File: src/rtl/task_answer_arbiter_pkg.sv
// rtl/task_answer_arbiter_pkg.sv - shared types and helpers for the task answer arbiter
package task_arb_pkg;

    typedef enum logic [1:0] {
        S_IDLE,
        S_GRANT,
        S_STREAM,
        S_RELEASE
    } arb_state_e;

    // Index width that stays at least one bit wide for tiny task counts.
    function automatic int clog2_min1(input int n);
        return (n <= 2) ? 1 : $clog2(n);
    endfunction

endpackage

File: src/rtl/task_answer_arbiter_if.sv
// rtl/task_answer_arbiter_if.sv - task-side and manager-side answer channel bundle
interface task_answer_arbiter_if #(
    parameter int NUM_TASKS  = 4,
    parameter int DATA_WIDTH = 8,
    parameter int SIZE_WIDTH = 12
);
    import task_arb_pkg::*;

    localparam int ID_W = clog2_min1(NUM_TASKS);

    logic [NUM_TASKS-1:0]            i_tanswer_ready;
    logic [NUM_TASKS*DATA_WIDTH-1:0] i_tdata;
    logic [NUM_TASKS-1:0]            i_tanswer_data_last;
    logic [NUM_TASKS*SIZE_WIDTH-1:0] i_packet_size_in_bytes;
    logic [NUM_TASKS-1:0]            o_tmanager_ready;
    logic                            i_tmanager_ready;
    logic                            o_tanswer_ready;
    logic [DATA_WIDTH-1:0]           o_tdata;
    logic                            o_tanswer_data_last;
    logic [SIZE_WIDTH-1:0]           o_packet_size_in_bytes;
    logic [ID_W-1:0]                 o_task_id;

    modport master (
        input  i_tanswer_ready, i_tdata, i_tanswer_data_last, i_packet_size_in_bytes,
        input  i_tmanager_ready,
        output o_tmanager_ready, o_tanswer_ready, o_tdata, o_tanswer_data_last,
        output o_packet_size_in_bytes, o_task_id
    );

    modport slave (
        output i_tanswer_ready, i_tdata, i_tanswer_data_last, i_packet_size_in_bytes,
        output i_tmanager_ready,
        input  o_tmanager_ready, o_tanswer_ready, o_tdata, o_tanswer_data_last,
        input  o_packet_size_in_bytes, o_task_id
    );

endinterface

File: src/rtl/task_answer_arbiter_picker.sv
// rtl/task_answer_arbiter_picker.sv - combinational round-robin requester picker
module rr_priority_picker
    import task_arb_pkg::*;
#(
    parameter int N    = 4,
    parameter int ID_W = clog2_min1(N)
) (
    input  logic [N-1:0]    req,
    input  logic [ID_W-1:0] ptr,
    output logic            valid,
    output logic [ID_W-1:0] idx
);

    logic [ID_W-1:0] cand;

    // Scan from the farthest slot to the nearest so the first requester after ptr wins.
    always_comb begin
        valid = |req;
        idx   = '0;
        cand  = '0;
        for (int k = N; k >= 1; k--) begin
            cand = ID_W'((int'(ptr) + k) % N);
            if (req[cand]) begin
                idx = cand;
            end
        end
    end

endmodule

File: src/rtl/task_answer_arbiter.sv
// rtl/task_answer_arbiter.sv - round-robin owner of the task manager answer channel
module task_answer_arbiter
    import task_arb_pkg::*;
#(
    parameter int NUM_TASKS      = 4,
    parameter int DATA_WIDTH     = 8,
    parameter int SIZE_WIDTH     = 12,
    parameter int TIMEOUT_CYCLES = 1024
) (
    input  logic                  i_clk,
    input  logic                  i_rst,
    task_answer_arbiter_if.master bus,
    output logic                  o_busy,
    output logic                  o_timeout,
    output logic                  o_size_error
);

    localparam int ID_W = clog2_min1(NUM_TASKS);
    localparam int WD_W = $clog2(TIMEOUT_CYCLES) + 1;
    localparam logic [WD_W-1:0] WD_LAST = WD_W'(TIMEOUT_CYCLES - 1);

    arb_state_e            state_q, state_d;
    logic [ID_W-1:0]       ptr_q, task_id_q, pick_idx;
    logic                  pick_valid;
    logic [SIZE_WIDTH-1:0] size_q, beat_cnt_q, beat_next;
    logic [WD_W-1:0]       wd_q;
    logic                  timeout_q, size_error_q;
    logic                  stream_live, last_g, strobe, wd_expired;
    logic [DATA_WIDTH-1:0] tdata_arr [NUM_TASKS];
    logic [SIZE_WIDTH-1:0] size_arr  [NUM_TASKS];

    for (genvar k = 0; k < NUM_TASKS; k++) begin : g_unpack
        assign tdata_arr[k] = bus.i_tdata[k*DATA_WIDTH +: DATA_WIDTH];
        assign size_arr[k]  = bus.i_packet_size_in_bytes[k*SIZE_WIDTH +: SIZE_WIDTH];
    end

    rr_priority_picker #(
        .N    (NUM_TASKS),
        .ID_W (ID_W)
    ) u_picker (
        .req   (bus.i_tanswer_ready),
        .ptr   (ptr_q),
        .valid (pick_valid),
        .idx   (pick_idx)
    );

    // Reset gates the stream path immediately so the owner sees its strobe drop in the reset cycle.
    assign stream_live = (state_q == S_STREAM) && !i_rst;
    assign last_g      = bus.i_tanswer_data_last[task_id_q];
    assign strobe      = stream_live && bus.i_tmanager_ready;
    assign wd_expired  = (wd_q == WD_LAST);
    // Beats read including the current strobe, so a last beat read with last counts.
    assign beat_next   = (strobe && (beat_cnt_q != '1)) ? beat_cnt_q + SIZE_WIDTH'(1) : beat_cnt_q;

    assign bus.o_task_id              = task_id_q;
    assign bus.o_packet_size_in_bytes = size_q;
    assign o_timeout                  = timeout_q;
    assign o_size_error               = size_error_q;

    // State register.
    always_ff @(posedge i_clk) begin
        if (i_rst) begin
            state_q <= S_IDLE;
        end else begin
            state_q <= state_d;
        end
    end

    // Next-state: one packet per grant, released by last (preferred) or the watchdog.
    always_comb begin
        state_d = state_q;
        case (state_q)
            S_IDLE:    if (pick_valid) state_d = S_GRANT;
            S_GRANT:   state_d = S_STREAM;
            S_STREAM:  if (last_g || wd_expired) state_d = S_RELEASE;
            S_RELEASE: state_d = S_IDLE;
            default:   state_d = S_IDLE;
        endcase
    end

    // Channel outputs: only the owner is muxed through, and only while streaming.
    always_comb begin
        bus.o_tanswer_ready     = (state_q == S_GRANT) || (state_q == S_STREAM);
        o_busy                  = (state_q != S_IDLE);
        bus.o_tdata             = stream_live ? tdata_arr[task_id_q] : '0;
        bus.o_tanswer_data_last = stream_live && last_g;
        bus.o_tmanager_ready    = '0;
        for (int k = 0; k < NUM_TASKS; k++) begin
            if (strobe && (task_id_q == ID_W'(k))) begin
                bus.o_tmanager_ready[k] = 1'b1;
            end
        end
    end

    // Grant/size latches, beat counter, watchdog, rr pointer and status pulses.
    always_ff @(posedge i_clk) begin
        if (i_rst) begin
            ptr_q        <= ID_W'(NUM_TASKS - 1);
            task_id_q    <= '0;
            size_q       <= '0;
            beat_cnt_q   <= '0;
            wd_q         <= '0;
            timeout_q    <= 1'b0;
            size_error_q <= 1'b0;
        end else begin
            timeout_q    <= 1'b0;
            size_error_q <= 1'b0;
            case (state_q)
                S_IDLE: begin
                    if (pick_valid) begin
                        task_id_q <= pick_idx;
                        size_q    <= size_arr[pick_idx];
                    end
                end
                S_GRANT: begin
                    beat_cnt_q <= '0;
                    wd_q       <= '0;
                end
                S_STREAM: begin
                    beat_cnt_q <= beat_next;
                    if (last_g) begin
                        size_error_q <= (beat_next != size_q);
                    end else if (wd_expired) begin
                        timeout_q <= 1'b1;
                    end else begin
                        wd_q <= wd_q + WD_W'(1);
                    end
                end
                S_RELEASE: begin
                    ptr_q      <= task_id_q;
                    beat_cnt_q <= '0;
                end
                default: ;
            endcase
        end
    end

endmodule

File: src/flat_wrapper.sv
// flat-port wrapper written by rule: the top's interface ports become plain ports
module task_answer_arbiter_flat import task_arb_pkg::*;
#(
    parameter int NUM_TASKS      = 4,
    parameter int DATA_WIDTH     = 8,
    parameter int SIZE_WIDTH     = 12,
    parameter int TIMEOUT_CYCLES = 1024
)
  (i_clk, i_rst, o_busy, o_timeout, o_size_error, bus_i_tanswer_ready, bus_i_tdata, bus_i_tanswer_data_last, bus_i_packet_size_in_bytes, bus_i_tmanager_ready, bus_o_tmanager_ready, bus_o_tanswer_ready, bus_o_tdata, bus_o_tanswer_data_last, bus_o_packet_size_in_bytes, bus_o_task_id);
  task_answer_arbiter_if #(.NUM_TASKS(NUM_TASKS), .DATA_WIDTH(DATA_WIDTH), .SIZE_WIDTH(SIZE_WIDTH)) bus_i ();
  input  logic i_clk;
  input  logic i_rst;
  output logic o_busy;
  output logic o_timeout;
  output logic o_size_error;
  input wire logic [$bits(bus_i.i_tanswer_ready)-1:0] bus_i_tanswer_ready;
  input wire logic [$bits(bus_i.i_tdata)-1:0] bus_i_tdata;
  input wire logic [$bits(bus_i.i_tanswer_data_last)-1:0] bus_i_tanswer_data_last;
  input wire logic [$bits(bus_i.i_packet_size_in_bytes)-1:0] bus_i_packet_size_in_bytes;
  input wire logic [$bits(bus_i.i_tmanager_ready)-1:0] bus_i_tmanager_ready;
  output wire logic [$bits(bus_i.o_tmanager_ready)-1:0] bus_o_tmanager_ready;
  output wire logic [$bits(bus_i.o_tanswer_ready)-1:0] bus_o_tanswer_ready;
  output wire logic [$bits(bus_i.o_tdata)-1:0] bus_o_tdata;
  output wire logic [$bits(bus_i.o_tanswer_data_last)-1:0] bus_o_tanswer_data_last;
  output wire logic [$bits(bus_i.o_packet_size_in_bytes)-1:0] bus_o_packet_size_in_bytes;
  output wire logic [$bits(bus_i.o_task_id)-1:0] bus_o_task_id;
  assign bus_i.i_tanswer_ready = bus_i_tanswer_ready;
  assign bus_i.i_tdata = bus_i_tdata;
  assign bus_i.i_tanswer_data_last = bus_i_tanswer_data_last;
  assign bus_i.i_packet_size_in_bytes = bus_i_packet_size_in_bytes;
  assign bus_i.i_tmanager_ready = bus_i_tmanager_ready;
  assign bus_o_tmanager_ready = bus_i.o_tmanager_ready;
  assign bus_o_tanswer_ready = bus_i.o_tanswer_ready;
  assign bus_o_tdata = bus_i.o_tdata;
  assign bus_o_tanswer_data_last = bus_i.o_tanswer_data_last;
  assign bus_o_packet_size_in_bytes = bus_i.o_packet_size_in_bytes;
  assign bus_o_task_id = bus_i.o_task_id;
  task_answer_arbiter #(.NUM_TASKS(NUM_TASKS), .DATA_WIDTH(DATA_WIDTH), .SIZE_WIDTH(SIZE_WIDTH), .TIMEOUT_CYCLES(TIMEOUT_CYCLES)) u_core (.i_clk(i_clk), .i_rst(i_rst), .bus(bus_i), .o_busy(o_busy), .o_timeout(o_timeout), .o_size_error(o_size_error));
endmodule
File: config.mk
export PLATFORM = sky130hd
export DESIGN_NAME = task_answer_arbiter_flat
export DESIGN_NICKNAME = d
export VERILOG_FILES = /design/src/rtl/task_answer_arbiter_pkg.sv /design/src/rtl/task_answer_arbiter_if.sv /design/src/rtl/task_answer_arbiter_picker.sv /design/src/rtl/task_answer_arbiter.sv /design/src/flat_wrapper.sv
export SDC_FILE = /design/constraint.sdc
export NUM_CORES = 1
export LEC_CHECK = 0
export CAP_MARGIN = 15
export CORE_ASPECT_RATIO = 0.8
export CORE_MARGIN = 3
export CORE_UTILIZATION = 34
export CTS_BUF_LIST = sky130_fd_sc_hd__clkbuf_4 sky130_fd_sc_hd__clkbuf_8 sky130_fd_sc_hd__clkbuf_16
export DETAILED_ROUTE_END_ITERATION = 10
export PLACE_DENSITY = 0.72
export SETUP_SLACK_MARGIN = 0.2
export SLEW_MARGIN = 10
export SYNTH_ARGS = -nofsm -noshare
export SYNTH_HDL_FRONTEND = slang
export SYNTH_SLANG_ARGS = --single-unit
File: constraint.sdc
create_clock -name i_clk -period 2.1 [get_ports i_clk]
set_input_delay 0.315 -clock i_clk [delete_from_list [all_inputs] [get_ports i_clk]]
set_output_delay 0.315 -clock i_clk [all_outputs]
set_load 0.005 [all_outputs]
==> results.md, run 1 <==
- Final Hold Fails: 0
- CTS tree: done
- R2R Path Start: u_core.bus.o_task_id[0]$_SDFFE_PP0P_
- Layout cells sized above 1: between 30 and 40%
- Clk Latency, worst-skew pair: about 290 ps
- Clock-pin transition on the worst setup and hold timing paths: 70 ps
- Worst Setup EP: u_core.wd_q[8]$_SDFFE_PP0P_
- Startpoint types: register
- Syn_nets: 481
- Largest delay contributor family on the critical path: multiplexers
- Worst Path Required: about 2300 ps
- Clock buffer depth: 2
- I/O Pins: roughly 120
- Diodes inserted: 0
- Critical Path Stages: 9
- Routed vias/inst: 5.54
- Yosys top cell by area: dfxtp_1
- Endpoint of the worst-slack reg-to-reg timing path: u_core.wd_q[8]$_SDFFE_PP0P_
- Lkg Pwr: about 0.0022 uW
- Fin util: about two thirds
- Crit path DAT: approximately 2300 ps
- Failing checks: setup timing
- Initial antenna violation count: 0
- DP HPWL: around 8300 um
- Worst path cell trace: buf_12 -> mux4_2 -> buf_6 -> a31oi_4 -> buf_6 -> o21ai_4 -> nor4_4 -> xnor2_1 -> nor2_1
- Dominant cells by area after synthesis: dfxtp_1 (27%), mux4_2 (6.5%), o211ai_1 (5.7%)
- Critical-path top delay cell: mux4_2
- Metal-1 WL: between 5000 and 6000 um
- Reg2Reg Setup Slack: -60 ps
- CTS H-tree lvls: 2
- Root Driver: clkbuf_16
- Cells after DPL: approximately 640
- Critical setup path kind: reg2reg
- Via count: roughly 3800
- Port Buffers: 121
- Top post-synthesis cells by count: dfxtp_1 (43), nand2_1 (33), a21oi_1 (27), nor2_1 (27), o211ai_1 (24)
- Layout Cells excl Fill: approximately 690
- Final WS setup: -60.4 ps
- Wire length per cell: 18.5 um
- Routed length on met3: 964 um
- Core area: just under 0.009 sq mm
- Pin count of the biggest net entering global routing: 28
- Die Wd: 113 um
- HP Class: reg2reg
- Leading register cell type out of synthesis: dfxtp_1
- Fillers: 697
- Period utilization: 103%
- Mapped Cells: 383
- CTS sink cnt: 43
- # Max-Cap Violations: 0
- WL met2: between 6000 and 7000 um
- Maximum VDD drop: approximately 470 uV
- Post-route ant nets: 0
- DRC Markers: 0
- Die ar.: roughly 0.010 sq mm
- Post-synth top area share: between 20 and 30%
- Outcome: finished with violations
- Die span in y: 92.0 um
- Slew Viols, Final: 0
- GRT overflow: 0
- Routed wire length: 12700 um
- Crit-path max cell delay: between 500 and 600 ps
- Bufs and invs on worst path: 3
- Starting Density: between 30% and 40%
- Rel. slew slack: a little over 70%
- NumNets Final: 670
- Worst slew pin tran: between 400 and 500 ps
- Iter 0 DRT Violations: 215
- Pwr dens: just under 900 mW/mm^2
- Detailed-router iteration count before antenna repair: 4
- Unrepaired setup endpoints after global routing: true
- Synthesized cell area: around 0.0031 sq mm
- Area grow syn2layout: 82.6%
- Aggregate global-route resource usage: a little over a fifth
- Minimum clock period: between 2000 and 2500 ps
- Fmax: about 460 MHz
- R2R depth: 9
- Syn Area/Cell: between 8 and 9 sq um
- Seq/Total Area, Yosys: roughly 27%
- First-pass GRT wire length: approximately 18000 um
- Vias in the first global route: between 3000 and 4000
- Most used cell, CP: buf_6
- Register bit total from synthesis: 43
- Most common cell in the synthesized netlist: dfxtp_1
- Yosys cell types: 57
- CP Max Fanout: 4
- Worst Setup SP: u_core.bus.o_task_id[0]$_SDFFE_PP0P_
- Worst setup EP type: register
- Ys async rst share: 0%
- Layout Skew: between 6 and 7 ps
- Post-synth EDFFs: 0
- DR top layer: met4
- Row Count: 30
- Yosys warnings: 0
- Cts bufs inserted: 5
- GP Congestion: roughly 0.9
- Final setup fails: 10
[sequential cells by signal, summed over array words and instances, names as in the netlist]
register                           flops
u_core.bus.o_task_id                   2
u_core.wd_q                           11
u_core.beat_cnt_q                     12
u_core.o_timeout                       1
u_core.state_q                         2
u_core.ptr_q                           2
u_core.bus.o_packet_size_in_bytes     12
u_core.o_size_error                    1
[worst register-to-register path: cells and delay by family (launching register included)]
kind / cells / cell delay [ps]
mux: 1 / 530
buf+inv: 3 / 420
flops: 1 / 380
compound gates: 2 / 330
simple gates: 2 / 230
xor+xnor: 1 / 160
[how the worst min path moves through the flow]
stage,start,slack (ps),end,depth (start not counted)
after detailed placement,u_core.wd_q[10]$_SDFFE_PP0P_,420,u_core.wd_q[10]$_SDFFE_PP0P_,2
final,u_core.wd_q[10]$_SDFFE_PP0P_,450,u_core.wd_q[10]$_SDFFE_PP0P_,2
after global routing,u_core.wd_q[10]$_SDFFE_PP0P_,490,u_core.wd_q[10]$_SDFFE_PP0P_,2
after CTS,u_core.wd_q[10]$_SDFFE_PP0P_,430,u_core.wd_q[10]$_SDFFE_PP0P_,2
after floorplan,u_core.wd_q[10]$_SDFFE_PP0P_,400,u_core.wd_q[10]$_SDFFE_PP0P_,2
after global placement,u_core.wd_q[10]$_SDFFE_PP0P_,410,u_core.wd_q[10]$_SDFFE_PP0P_,2
[power breakdown]
group	total, uW	switching (uW)	internal, uW	leakage (uW)
clock network	935	367	568	0.0000844
registers	1120	177	943	0.000353
logic	2990	1400	1590	0.00181
total	5040	1940	3100	0.00224
[stage by stage]
step                setup WS, ps  total power (uW)  setup TNS (ps)  hold slack (ps)  area (sq um)
floorplan                   26.6              2270               0              404          3160
global placement            -308              3240           -4000              413          4830
detailed placement          -387              3300           -5590              420          4830
CTS                         4.01              4540               0              433          5350
global route                -104              5300            -900              486          5740
finish                     -60.4              5040            -320              452          5740
[metal layers]
| metal | vias up | track usage [%] |
|---|---|---|
| li1 | 1790 | - |
| met2 | 168 | 36.0 |
| met1 | 1811 | 27.1 |
| met3 | 27 | 5.34 |
| met4 | 0 | 5.71 |
| met5 | - | 0 |
[cell type report]
class / instances / area, sq um / area share [%]
Timing Repair Buffer: 207 / 2010 / 35.1
Sequential cell: 43 / 877 / 15.3
Inverter: 22 / 86.3 / 1.50
Clock buffer: 5 / 125 / 2.18
Clock inverter: 3 / 47.5 / 0.829
Timing Repair inverter: 1 / 7.51 / 0.131
Tap cell: 112 / 140 / 2.44
Multi-Input combinational cell: 292 / 2440 / 42.5
[cell usage in the layout, fill, tap and decap left out, types with 5 or more instances in the layout]
cell             instances
a21oi_1                 24
and2_4                   7
buf_12                   5
buf_4                   61
buf_6                   23
clkbuf_16                5
clkdlybuf4s50_1        100
dfxtp_1                 36
dlygate4sd2_1            7
inv_1                   19
mux2_2                   9
mux4_2                   9
nand2_1                 28
nand4_1                 15
nor2_1                  24
nor3_1                   8
o211ai_1                24
o21ai_0                  9
xnor2_1                 14
xor2_1                   5
[kinds of logic after synthesis]
| family | share of synthesized area, % |
|---|---|
| simple gates | 25.6 |
| buf+inv | 6.33 |
| fa+ha+maj | 2.79 |
| mux | 12.1 |
| compound gates | 19.6 |
| xor+xnor | 6.13 |
| flops | 27.4 |
[timing repair]
action | in CTS | in global routing
setup buffers | 20 | 12
resized for setup | 87 | 76
setup endpoints to repair | 49 | 48
pin swaps | 24 | 30
hold buffers | 0 | 0
cloned | 2 | 1
(Power assumes the default switching activity.)
==> run 2, diff against run 1 <==
--- a/config.mk
+++ b/config.mk
@@ -12,6 +12,5 @@
 export CTS_BUF_LIST = sky130_fd_sc_hd__clkbuf_4 sky130_fd_sc_hd__clkbuf_8 sky130_fd_sc_hd__clkbuf_16
 export DETAILED_ROUTE_END_ITERATION = 10
-export PLACE_DENSITY = 0.72
-export SETUP_SLACK_MARGIN = 0.2
+export PLACE_DENSITY = 0.7
 export SLEW_MARGIN = 10
 export SYNTH_ARGS = -nofsm -noshare
==> constraint.sdc (replaced) <==
create_clock -name i_clk -period 2.62 [get_ports i_clk]
set_input_delay 0.393 -clock i_clk [delete_from_list [all_inputs] [get_ports i_clk]]
set_output_delay 0.393 -clock i_clk [all_outputs]
set_load 0.02 [all_outputs]
==> results.md, run 2 (synthesized netlist as in run 1, its figures left out) <==
- Diodes inserted: 0
- I/O Pins: approximately 120
- Vias in the first global route: 3364
- Endpoint of the worst-slack reg-to-reg timing path: u_core.o_size_error$_SDFF_PP0_
- Detailed-router iteration count before antenna repair: 4
- Final Hold Fails: 0
- Clk Latency, worst-skew pair: just under 300 ps
- DRC Markers: 0
- Slew Viols, Final: 0
- Die span in y: 92.0 um
- Pin count of the biggest net entering global routing: 31
- Layout Cells excl Fill: ~620
- GP Congestion: ~0.93
- Fmax: approximately 400 MHz
- Port Buffers: around 120
- Aggregate global-route resource usage: around a fifth
- Starting Density: a little over a third
- CTS tree: done
- Startpoint types: register
- HP Class: reg2reg
- Cts bufs inserted: 5
- Critical-path top delay cell: clkdlybuf4s50_1
- Root Driver: clkbuf_16
- Worst setup EP type: output port
- # Max-Cap Violations: 0
- R2R depth: 9
- Post-route ant nets: 0
- Area grow syn2layout: 51.5%
- Crit-path max cell delay: 530 ps
- Total power draw: around 3400 uW
- Iter 0 DRT Violations: approximately 210
- DP HPWL: 7840 um
- Hold path cells: 2
- CTS sink cnt: 43
- Layout cells sized above 1: 12.6%
- Lkg Pwr: around 0.0018 uW
- CTS H-tree lvls: 2
- Row Count: 30
- Final setup fails: 0
- Period utilization: between 90% and 100%
- Die Wd: ~110 um
- Layout Skew: 6.49 ps
- Routed vias/inst: about 5.4
- Worst path cell trace: buf_4 -> mux4_2 -> and2_1 -> clkdlybuf4s50_1
- Crit path DAT: between 2000 and 2500 ps
- Reg2Reg Setup Slack: about 280 ps
- Hold Path Sink: u_core.wd_q[10]$_SDFFE_PP0P_
- Final Hold Slack: approximately 450 ps
- Bufs and invs on worst path: 2
- Critical setup path kind: reg2out
- Maximum VDD drop: 376 uV
- Core area: 0.00875 sq mm
- Worst slew pin tran: 394 ps
- Setup Slack @ Placement: 40.8 ps
- NumNets Final: 604
- Outcome: finished, final reports clean
- Via count: between 3000 and 4000
- CP Max Fanout: 7
- First-pass GRT wire length: between 15000 and 20000 um
- Worst hold path startpoint: u_core.wd_q[10]$_SDFFE_PP0P_
- Unrepaired setup endpoints after global routing: false
- R2R Path Start: u_core.state_q[0]$_SDFFE_PP0P_
- Minimum clock period: roughly 2500 ps
- Pwr dens: 705 mW/mm^2
- Routed wire length: ~10000 um
- Clock buffer depth: 2
- Largest delay contributor family on the critical path: buffers and inverters
- Setup tns final: 0 ps
- Rel. slew slack: roughly three quarters
- Cells after DPL: roughly 610
- Wire length per cell: roughly 16 um
- Clock-pin transition on the worst setup and hold timing paths: about 70 ps
- GRT overflow: 0
- # hold bufs at CTS: 0
- Final WS setup: about 120 ps
- Most frequent cells in the layout: clkdlybuf4s50_1 (116), dfxtp_1 (41), nand2_1 (33)
- Initial antenna violation count: 0
- Most common cell after layout, fill and taps aside: clkdlybuf4s50_1
- Die ar.: 0.0104 sq mm
- Worst Path Required: 2230 ps
-- run 2: changes by cell type in the layout (fill, tap and decap cells not counted), moves of 6 or more --
cell | before | now
dlygate4sd2_1 | 7 | 1
buf_4 | 61 | 20
buf_6 | 23 | 0
and2_1 | 3 | 10
and2_4 | 7 | 0
clkdlybuf4s50_1 | 100 | 116
-- run 2: how the worst max path moves through the flow --
stage | to | cells past startpoint | startpoint | slack (ps)
2_1_floorplan | u_core.o_size_error$_SDFF_PP0_ | 8 | u_core.state_q[0]$_SDFFE_PP0P_ | 400
3_3_place_gp | u_core.o_size_error$_SDFF_PP0_ | 7 | bus_i_tmanager_ready | 90
3_5_place_dp | u_core.o_size_error$_SDFF_PP0_ | 7 | bus_i_tmanager_ready | 40
4_1_cts | bus_o_tanswer_data_last | 4 | u_core.bus.o_task_id[1]$_SDFFE_PP0P_ | 20
5_1_grt | bus_o_tdata[2] | 4 | u_core.bus.o_task_id[0]$_SDFFE_PP0P_ | 20
6_report | bus_o_tdata[2] | 4 | u_core.bus.o_task_id[0]$_SDFFE_PP0P_ | 120
-- run 2: cell type report --
cell class / count / area [sq um]
fill: 825 / 3990
multi-input combinational: 292 / 2110
timing repair buffer: 142 / 1390
sequential: 43 / 863
tap: 112 / 140
clock buffer: 5 / 125
inverter: 22 / 82.6
clock inverter: 3 / 47.5
-- run 2: metrics by stage --
stage / util, % / instance area, sq um
global placement: 51.9 / 4540
finish: 54.4 / 4760
CTS: 54.0 / 4720
floorplan: - / 3140
detailed placement: 51.9 / 4540
global route: 54.4 / 4760
-- run 2: worst register-to-register path, cell delays in order, from the launching register on --
cell	delay, ps
dfxtp_1	340
inv_2	120
ha_4	210
nand3b_1	240
buf_4	220
nor4_2	360
mux2i_1	310
xor2_1	170
o211a_1	180
a31oi_1	80
-- run 2: routing by layer --
metal	vias up	GRT usage, %	part of all wire [%]
li1	1650	-	-
met4	0	4.60	1.1
met1	1567	25.2	46
met2	109	30.4	47
met5	-	0	0
met3	12	3.63	6.2
-- run 2: where the power goes --
part	switching (uW)	total, uW	leakage, uW	internal, uW
Sequential	142	895	0.000351	753
Combinational	918	1730	0.00138	817
Clock	269	724	0.0000844	455
Total	1330	3350	0.00181	2020
-- run 2: timing repair --
| item | 4_1_cts | 5_1_grt |
|---|---|---|
| cloned | 0 | 0 |
| setup endpoints to repair | 13 | 12 |
| buffers inserted | 0 | 2 |
| resized for setup | 4 | 8 |
